File: src/rtl/dcache_controller_pkg.sv
// Shared definitions for the direct-mapped write-back data cache.
// Holds the address field layout, the array geometry and the controller
// state encoding, so that the top and the line array agree on them.
package dcache_controller_pkg;

  localparam int NUM_SETS   = 8;
  localparam int TAG_WIDTH  = 25;
  localparam int INDEX_W    = 3;
  localparam int BLOCK_W    = 128;
  localparam int BLK_ADDR_W = 28;

  // Byte address layout: [31:7] tag, [6:4] index, [3:2] word, [1:0] ignored.
  localparam int OFFSET_LSB = 2;
  localparam int INDEX_LSB  = 4;
  localparam int TAG_LSB    = 7;

  typedef enum logic [1:0] {
    IDLE      = 2'd0,
    WRITEBACK = 2'd1,
    ALLOCATE  = 2'd2,
    UPDATE    = 2'd3
  } cache_state_e;

endpackage

File: src/rtl/dcache_line_array.sv
// Line storage for the data cache: per-line valid, dirty, tag and 128-bit data.
// Ports:
//   clock, reset        : rising-edge clock, synchronous active-low reset
//                         (clears valid and dirty only)
//   rd_index            : combinational read port select
//   rd_valid/rd_dirty/rd_tag/rd_data : contents of line rd_index
//   wr_en, wr_fill      : single write port; wr_fill=1 loads a whole line
//                         (valid=1, dirty=0), wr_fill=0 merges a word (dirty=1)
//   wr_index            : line written
//   fill_tag, fill_data : new tag and block for a fill
//   word_sel, word_data, word_byteen : word lane and byte-masked data for a merge
module dcache_line_array
  import dcache_controller_pkg::*;
(
  input  logic                 clock,
  input  logic                 reset,
  input  logic [INDEX_W-1:0]   rd_index,
  output logic                 rd_valid,
  output logic                 rd_dirty,
  output logic [TAG_WIDTH-1:0] rd_tag,
  output logic [BLOCK_W-1:0]   rd_data,
  input  logic                 wr_en,
  input  logic                 wr_fill,
  input  logic [INDEX_W-1:0]   wr_index,
  input  logic [TAG_WIDTH-1:0] fill_tag,
  input  logic [BLOCK_W-1:0]   fill_data,
  input  logic [1:0]           word_sel,
  input  logic [31:0]          word_data,
  input  logic [3:0]           word_byteen
);

  logic [NUM_SETS-1:0]  valid_q, valid_d;
  logic [NUM_SETS-1:0]  dirty_q, dirty_d;
  logic [TAG_WIDTH-1:0] tag_q  [NUM_SETS];
  logic [TAG_WIDTH-1:0] tag_d  [NUM_SETS];
  logic [BLOCK_W-1:0]   data_q [NUM_SETS];
  logic [BLOCK_W-1:0]   data_d [NUM_SETS];
  logic [6:0]           byte_lsb;

  assign rd_valid = valid_q[rd_index];
  assign rd_dirty = dirty_q[rd_index];
  assign rd_tag   = tag_q[rd_index];
  assign rd_data  = data_q[rd_index];

  always_comb begin
    valid_d  = valid_q;
    dirty_d  = dirty_q;
    tag_d    = tag_q;
    data_d   = data_q;
    byte_lsb = '0;
    if (wr_en) begin
      if (wr_fill) begin
        valid_d[wr_index] = 1'b1;
        dirty_d[wr_index] = 1'b0;
        tag_d[wr_index]   = fill_tag;
        data_d[wr_index]  = fill_data;
      end else begin
        dirty_d[wr_index] = 1'b1;
        for (int i = 0; i < 4; i++) begin
          // Bit position of byte i inside the selected word of the block.
          byte_lsb = {word_sel, i[1:0], 3'b000};
          if (word_byteen[i]) begin
            data_d[wr_index][byte_lsb +: 8] = word_data[i*8 +: 8];
          end
        end
      end
    end
  end

  always_ff @(posedge clock) begin
    if (!reset) begin
      valid_q <= '0;
      dirty_q <= '0;
    end else begin
      valid_q <= valid_d;
      dirty_q <= dirty_d;
    end
  end

  // Tag and data need no reset: they are meaningless while valid is clear.
  always_ff @(posedge clock) begin
    tag_q  <= tag_d;
    data_q <= data_d;
  end

endmodule

File: src/rtl/dcache_controller.sv
// Direct-mapped, write-back, write-allocate data cache controller.
// Ports:
//   clock, reset   : rising-edge clock, synchronous active-low reset
//   cpu_read/cpu_write/cpu_address/cpu_writedata/cpu_byteen : CPU request,
//                    held until cpu_busywait==0 (write wins if both set)
//   cpu_readdata   : addressed word of the line (zero when not hitting)
//   cpu_busywait   : combinational stall, high for any request not hitting in IDLE
//   mem_read/mem_write/mem_address/mem_writedata/mem_readdata/mem_busywait :
//                    block memory initiator side
//   dbg_state      : current controller state
//
// Memory handshake: the cache raises mem_read or mem_write (never both) and
// holds it, with a stable address and write data, for the whole state. The
// responder raises mem_busywait after seeing the request and drops it when the
// access completes. The first cycle of a state only marks the request as issued,
// so a responder that has not yet raised busywait is not taken as finished; the
// access completes on the first edge with issued set and mem_busywait low.
module dcache_controller
  import dcache_controller_pkg::*;
(
  input  logic                  clock,
  input  logic                  reset,
  input  logic                  cpu_read,
  input  logic                  cpu_write,
  input  logic [31:0]           cpu_address,
  input  logic [31:0]           cpu_writedata,
  input  logic [3:0]            cpu_byteen,
  output logic [31:0]           cpu_readdata,
  output logic                  cpu_busywait,
  output logic                  mem_read,
  output logic                  mem_write,
  output logic [BLK_ADDR_W-1:0] mem_address,
  output logic [BLOCK_W-1:0]    mem_writedata,
  input  logic [BLOCK_W-1:0]    mem_readdata,
  input  logic                  mem_busywait,
  output logic [1:0]            dbg_state
);

  cache_state_e          state_q, state_d;
  logic                  issued_q, issued_d;
  logic [BLK_ADDR_W-1:0] miss_blk_q, miss_blk_d;

  logic                  req;
  logic                  hit;
  logic [INDEX_W-1:0]    rd_index;
  logic                  rd_valid, rd_dirty;
  logic [TAG_WIDTH-1:0]  rd_tag;
  logic [BLOCK_W-1:0]    rd_data;
  logic [3:0][31:0]      rd_words;
  logic                  wr_en, wr_fill;
  logic                  unused_addr_lsbs;

  assign unused_addr_lsbs = ^cpu_address[OFFSET_LSB-1:0];
  assign req = cpu_read | cpu_write;

  // One read port: the CPU index while idle, the latched miss line otherwise,
  // so victim tag/data stay stable even if the CPU drops its request.
  assign rd_index = (state_q == IDLE) ? cpu_address[INDEX_LSB +: INDEX_W]
                                      : miss_blk_q[INDEX_W-1:0];
  assign hit      = rd_valid && (rd_tag == cpu_address[TAG_LSB +: TAG_WIDTH]);
  assign rd_words = rd_data;
  assign dbg_state = state_q;

  dcache_line_array u_lines (
    .clock       (clock),
    .reset       (reset),
    .rd_index    (rd_index),
    .rd_valid    (rd_valid),
    .rd_dirty    (rd_dirty),
    .rd_tag      (rd_tag),
    .rd_data     (rd_data),
    .wr_en       (wr_en),
    .wr_fill     (wr_fill),
    .wr_index    (rd_index),
    .fill_tag    (miss_blk_q[BLK_ADDR_W-1:INDEX_W]),
    .fill_data   (mem_readdata),
    .word_sel    (cpu_address[OFFSET_LSB +: 2]),
    .word_data   (cpu_writedata),
    .word_byteen (cpu_byteen)
  );

  // State register
  always_ff @(posedge clock) begin
    if (!reset) begin
      state_q    <= IDLE;
      issued_q   <= 1'b0;
      miss_blk_q <= '0;
    end else begin
      state_q    <= state_d;
      issued_q   <= issued_d;
      miss_blk_q <= miss_blk_d;
    end
  end

  // Next state
  always_comb begin
    state_d    = state_q;
    issued_d   = issued_q;
    miss_blk_d = miss_blk_q;
    unique case (state_q)
      IDLE: begin
        if (req && !hit) begin
          miss_blk_d = cpu_address[31:INDEX_LSB];
          issued_d   = 1'b0;
          state_d    = (rd_valid && rd_dirty) ? WRITEBACK : ALLOCATE;
        end
      end
      WRITEBACK: begin
        if (!issued_q) begin
          issued_d = 1'b1;
        end else if (!mem_busywait) begin
          issued_d = 1'b0;
          state_d  = ALLOCATE;
        end
      end
      ALLOCATE: begin
        if (!issued_q) begin
          issued_d = 1'b1;
        end else if (!mem_busywait) begin
          issued_d = 1'b0;
          state_d  = UPDATE;
        end
      end
      UPDATE: state_d = IDLE;
      default: state_d = IDLE;
    endcase
  end

  // Outputs
  always_comb begin
    mem_read      = 1'b0;
    mem_write     = 1'b0;
    mem_address   = '0;
    mem_writedata = '0;
    wr_en         = 1'b0;
    wr_fill       = 1'b0;
    cpu_busywait  = req && !((state_q == IDLE) && hit);
    cpu_readdata  = hit ? rd_words[cpu_address[OFFSET_LSB +: 2]] : 32'h0;
    unique case (state_q)
      IDLE: begin
        // Store hit (including read+write together) merges at this edge.
        wr_en = hit && cpu_write;
      end
      WRITEBACK: begin
        mem_write     = 1'b1;
        mem_address   = {rd_tag, miss_blk_q[INDEX_W-1:0]};
        mem_writedata = rd_data;
      end
      ALLOCATE: begin
        mem_read    = 1'b1;
        mem_address = miss_blk_q;
        wr_fill     = 1'b1;
        wr_en       = issued_q && !mem_busywait;
      end
      default: ;
    endcase
  end

endmodule

File: config.mk
export PLATFORM = sky130hd
export DESIGN_NAME = dcache_controller
export DESIGN_NICKNAME = d
export VERILOG_FILES = /design/src/rtl/dcache_controller_pkg.sv /design/src/rtl/dcache_line_array.sv /design/src/rtl/dcache_controller.sv
export SDC_FILE = /design/constraint.sdc
export NUM_CORES = 2
export LEC_CHECK = 0
export CELL_PAD_IN_SITES_DETAIL_PLACEMENT = 0
export CELL_PAD_IN_SITES_GLOBAL_PLACEMENT = 2
export CORE_MARGIN = 1.5
export CORE_UTILIZATION = 39
export DETAILED_ROUTE_END_ITERATION = 7
export GPL_TIMING_DRIVEN = 0
export PLACE_DENSITY = 0.82
export REMOVE_ABC_BUFFERS = 1
export SYNTH_ARGS = -nofsm -noshare
export SYNTH_HDL_FRONTEND = slang
export SYNTH_SLANG_ARGS = --single-unit
File: constraint.sdc
create_clock -name clock -period 5.19 [get_ports clock]
set_input_delay 0.519 -clock clock [delete_from_list [all_inputs] [get_ports clock]]
set_output_delay 0.519 -clock clock [all_outputs]
set_load 0.1 [all_outputs]
* Word level (Yosys, flattened, before mapping)
Cells that the tools add are included.
** Storage, ports and cells
- Output and inout port bits :: 193
- Bits in registers :: 1271
** Operators by class
- Add/subtract/negate cells :: 4
- Equal/unequal tests :: 9
- Order comparisons :: 5
- Muxes and demuxes :: 62
- Bitwise gates (word level) :: 6
- Reduce and logical (&&, ||, !) cells :: 19
- Shifts and indexed selects :: 8
** Operators with widths (number)
- $mux W1024 :: 11
- $bwmux W1024 :: 5
- $demux W128 S3 :: 5
- $mux W128 :: 8
- $shift A8 B9 Y128 const A :: 4
- $shiftx A8 B9 Y128 :: 4
- $bmux W128 S3 :: 1
- $bwmux W200 :: 1
- $bmux W25 S3 :: 1
- $demux W25 S3 :: 1
- $mux W25 :: 3
- $bmux W32 S2 :: 1
- $mux W32 :: 2
- $pmux W28 S2 :: 1
- $neg A7 Y9 :: 4
- $eq A25 B25 Y1 :: 1
- $or A8 B8 Y8 :: 2
- $mux W2 :: 6
- $logic_and A1 B1 Y1 :: 9
- $and A8 B8 Y8 :: 1
- $mux W1 :: 8
- $mux W8 :: 1
- $ne A2 B2 Y1 const B :: 4
- $not A8 Y8 :: 1
- other kinds (21) :: 28

* Logic depth before layout (Yosys ltp)
- Depth in word-level cells :: 22
- Gate-level depth with buffers :: 17

* Cells and area by module
Synthesis repeated with hierarchy kept, for this count alone.
** Second synthesis, totals
- Cells, all modules :: 3863
- Area, all modules :: 58314.7 µm²
** Modules (own cells, without submodules)
- dcache_line_array :: cells each 3389, seq. area each 37075.6 µm², instances 1, area an instance 54325.9 µm²
- dcache_controller :: cells each 474, seq. area each 620.6 µm², instances 1, area an instance 3988.8 µm²

* Least setup slack after synthesis
Ideal clock, no wire load.
- Path type :: reg-to-output
- Start :: reg state_q[1] (netlist: dbg_state[1])
- End :: out mem_address[21]
- Stages on the path, launching flop included :: 8
- Data arrival time :: 5267 ps
- Buffers on the path :: 4
- Required time :: 4671 ps
- Setup slack :: -596 ps
- Cells stage by stage :: dfxtp_1 > ha_1 > clkbuf_1 > clkbuf_1 > clkbuf_1 > clkbuf_1 > nand2_1 > a21boi_0
** On the way
- Cells in the longest elaborated chain, start to end :: 7
- Elaborated cells on any way between the ends :: 9
- Those cells by class :: eq/ne: 2; mux: 5; bitwise: 1; reduce/logical: 1
** RTL lines
- from (decl) :: line dcache_controller.sv:39 : cache_state_e state_q, state_d;
- from (signal assigned) :: line dcache_controller.sv:89 : state_q <= state_d;
- $logic_not A2 Y1 :: line dcache_controller.sv:58 : assign rd_index = (state_q == IDLE) ? cpu_address[INDEX_LSB +: INDEX_W]
- $mux W3 :: line dcache_controller.sv:58
- $not A3 Y4 (implied by the code) :: line dcache_line_array.sv:42 : assign rd_tag = tag_q[rd_index];
- $bmux W25 S3 :: line dcache_line_array.sv:42
- $mux W25 (implied by the code) (2 in series) :: line dcache_line_array.sv:42
- $pmux W28 S2 * :: line dcache_controller.sv:139 : unique case (state_q)
- to (decl) :: line dcache_controller.sv:32 : output logic [BLK_ADDR_W-1:0] mem_address,
Mark *: on every way between the ends. The rest lies on a longest branch, timed or not. The select of a mux whose other input is x is not followed.

* Final worst setup path
- Start :: reg state_q[1] (netlist: dbg_state[1])
- End :: reg u_lines.data_q[431] (netlist name), enable pin
** On the way
- Cells in the longest elaborated chain, start to end :: 10
- Elaborated cells on any way between the ends :: 13
- Those cells by class :: eq/ne: 2; mux: 7; bitwise: 1; reduce/logical: 3
** RTL lines
- $logic_not A2 Y1 :: line dcache_controller.sv:58, dcache_controller.sv:139
- $mux W3 :: line dcache_controller.sv:58
- $not A3 Y4 (implied by the code) :: line dcache_line_array.sv:42
- $bmux W25 S3 :: line dcache_line_array.sv:42
- $mux W25 (implied by the code) (2 in series) :: line dcache_line_array.sv:42
- $eq A25 B25 Y1 :: line dcache_controller.sv:60 : assign hit = rd_valid && (rd_tag == cpu_address[TAG_LSB +: TAG_WIDTH]);
- $logic_and A1 B1 Y1 :: line dcache_controller.sv:60
- $logic_and A1 B1 Y1 :: line dcache_controller.sv:142 : wr_en = hit && cpu_write;
- $pmux W1 S2 * :: line dcache_controller.sv:139
- to (signal assigned) :: line dcache_line_array.sv:83 : data_q <= data_d;
- to (decl) :: line dcache_line_array.sv:36 : logic [BLOCK_W-1:0] data_q [NUM_SETS];
Marks and branches as above.
A chain may end at the register's enable or synchronous reset.

==> summary.txt <==
Route
  – DRC: 0
  – Vias per Instance: 6.349
  – First-pass DRT Iterations: 6
  – Antenna Violating Nets Remaining: 0
  – DRT Wirelength: 284300 µm
  – DRT iter0 DRCs: 7325
  – Via count: 53075
  – Drt wl/cell: 34.01 µm

Layout
  – Most common cell after layout, fill and taps aside: nand2_1
  – Fillers: 13811
  – Area of the multi-input gates: 23010 µm²
  – Share of post-route cells with drive strength above 1: 0.1572
  – Most frequent cells in the layout: 1417 x nand2_1, 1224 x edfxtp_1, 1044 x o21ai_0, 403 x o22ai_1, 326 x nor2_1
  – Synth-to-Final Area Change: 25.76%
  – Register cell area after layout: 37700 µm²
  – Layout Nets: 6387

Timing
  – Post-layout min period: 5.362 ns
  – Fin. max-slew vios: 0
  – Period utilization: 1.033
  – Final setup viols: 90
  – Unrepaired setup endpoints after global routing: yes
  – FMAX: 186.5 MHz
  – Final hold vios: 0
  – Max_slew headroom: 0.01576
  – Measured slew at the worst slew-check pin: 1.473 ns
  – Final Skew: 0.03831 ns
  – Min setup slack post-route: -0.1716 ns

Run status
  – Failing checks: setup timing
  – Outcome: complete, but fails checks

Logic synthesis
  – Yosys warning total: 0
  – Mean Syn Cell Area: 10.43 µm²
  – Post-synth EDFFs: 1224
  – Synth Instances: 5865
  – Synthesized cell area: 61140 µm²
  – Ys async rst share: 0
  – Synth Register Bits: 1271
  – Sequential area share after synthesis: 0.6165
  – Netlist cell types: 73
  – Primary FF master, synth: edfxtp_1

Worst setup path
  – Crit path capture: u_lines.data_q[431]
  – Crit path max-delay cell type: nor3_2
  – Worst R2R Setup Slack: -0.17 ns
  – Reg-to-Reg Start: dbg_state[1]
  – FF-to-FF path depth: 17
  – Worst Path Required: 5.60 ns
  – Crit-path cells: inv_4 > ha_4 > buf_8 > or3b_4 > o21ai_4 > buf_12 > buf_16 > a32oi_2 > and3b_2 > nor4_4 > nand3_4 > or4_4 > buf_12 > clkbuf_16 > o21a_4 > buf_16 > nor3_2
  – CP Capture Type: flop
  – Timing startpoint of the critical path: dbg_state[1]
  – Largest stage delay on the critical path: 0.81 ns
  – Startpoint type of the worst setup path: flop
  – Critical Setup Path Class: flop to flop
  – Arrival @ worst endpoint: 5.77 ns
  – Reg2reg end: u_lines.data_q[431]
  – Crit-path max FO: 49

Floorplan
  – Initial Utilization: 0.3919
  – Die height: 399.0 µm
  – Overall die area: 159200 µm²
  – Core Area: 156000 µm²
  – Number of I/O pins: 394
  – Die width: 399.0 µm
  – Site Rows: 145

Hold path
  – Worst hold path class: input pin to flop

Global route
  – Initial antenna violation count: 54
  – Total track usage: 0.3440
  – Largest net degree at the start of global routing: 79
  – Vias in the first global route: 49472
  – Total grt overflow: 0
  – First-pass GRT wire length: 382600 µm

Clocking
  – TritonCTS clock tree: yes
  – Clock Latency Late Sink: 0.80 ns
  – Clk root buf: clkbuf_16
  – Clock-pin slew on the worst setup and hold paths: 0.06 ns
  – Clock sink total: 1271
  – H-Tree Depth: 4
  – CTS Buf Count: 144
  – Max Root-Sink Buffers: 3

Job
  – Max cap viols: 0

Pwr
  – Power per Cell Area: 474.0 nW/µm²
  – Total power: 36.45 mW
  – IR drop worst, VDD: 0.3511 mV
  – Pleak: 27.13 nW

Placed design
  – Pre-CTS setup slack: -2.314 ns
  – GP Congestion: 0.8474
  – Buffers on Ports: 391
  – DP HPWL: 163000 µm
[timing repair]
action / 4_1_cts / 5_1_grt
pin swaps: 77 / 47
cloned: 30 / 10
hold endpoints to repair: 0 / 0
setup endpoints to repair: 1629 / 965
gates resized for setup: 649 / 226
hold buffers: 0 / 0
buffers inserted: 136 / 51
[report_power, final]
group | total (mW) | internal (mW) | leakage, nW | switching [mW]
sequential | 11.6 | 11.5 | 13.4 | 0.173
clock | 9.65 | 5.37 | 2.10 | 4.28
combinational | 15.2 | 4.36 | 11.6 | 10.8
[critical path, delay by kind of cell (launching register included)]
family,cells,cell delay [ns]
DFF,1,0.35
AOI/OAI and AO/OA,3,0.52
adders and majority gates,1,0.22
buffers and inverters,7,1.08
and+or+nand+nor,6,2.64
[final cells by class]
| type | count | area share |
|---|---|---|
| Inverter | 13 | 0.0008461 |
| Multi-Input combinational cell | 4025 | 0.2993 |
| Timing Repair Buffer | 723 | 0.1194 |
| Antenna cell | 18 | 0.0005858 |
| Sequential cell | 1271 | 0.4903 |
| Tap cell | 2058 | 0.03349 |
| Clock inverter | 58 | 0.005435 |
| Clock buffer | 193 | 0.05062 |
[Yosys cell counts (all sizes together), types with 47 or more instances]
| master | number | area (µm²) |
|---|---|---|
| clkbuf | 365 | 1370 |
| buf | 211 | 1456 |
| dfxtp | 47 | 940.9 |
| nand2 | 1455 | 5485 |
| o21ai | 1046 | 5246 |
| a32oi | 66 | 593.1 |
| nor2 | 369 | 1385 |
| edfxtp | 1224 | 36760 |
| a21oi | 71 | 355.3 |
| mux2i | 95 | 963.4 |
| nor3 | 141 | 710.7 |
| o221ai | 63 | 551.8 |
| o22ai | 405 | 2534 |
[how the worst min path moves through the flow]
stage | cells after the start | end | slack (ns) | startpoint
4_1_cts | 3 | miss_blk_q[21] | 0.29 | cpu_address[25]
3_5_place_dp | 2 | u_lines.valid_q[6] | 0.45 | u_lines.valid_q[6]
3_3_place_gp | 2 | u_lines.valid_q[3] | 0.44 | u_lines.valid_q[3]
2_1_floorplan | 2 | u_lines.valid_q[3] | 0.42 | u_lines.valid_q[3]
5_1_grt | 3 | miss_blk_q[9] | 0.34 | cpu_address[13]
6_report | 3 | miss_blk_q[21] | 0.33 | cpu_address[25]
[sequential cells by signal, summed over array words and instances, names as in the netlist, named ones only]
register         flops
u_lines.valid_q      8
dbg_state            2
u_lines.data_q    1024
miss_blk_q          28
issued_q             1
u_lines.tag_q      200
[layer usage]
metal  up-vias  routed length, µm  track usage
li1      22267                  -            -
met4        64              18370       0.2034
met3       814              37710       0.1007
met1     25849             101900       0.4326
met5         -                424            0
met2      4081             125900       0.5256
[kinds of logic after synthesis]
group           Yosys count  share of synthesized area
flops                  1271                     0.6165
buf+inv                 589                    0.04702
fa+ha+maj                 8                   0.001637
xor+xnor                  3                  0.0004298
simple gates           2111                     0.1409
mux                     128                    0.02779
compound gates         1755                     0.1657
[through the flow]
stage	util	std cells	setup TNS (ns)	hold WS (ns)	cell area, µm²
final	0.4928	8359	-7.028	0.3340	76900
after global routing	0.4927	8352	-13.70	0.3386	76880
after CTS	0.4825	8278	-3.562	0.2883	75280
after detailed placement	0.4369	7861	-2370.88	0.4547	68160
after global placement	0.4154	7738	-	0.4375	64810
after floorplan	-	5289	-5186.73	0.4235	58320
Power figures use the tool's default switching activity.
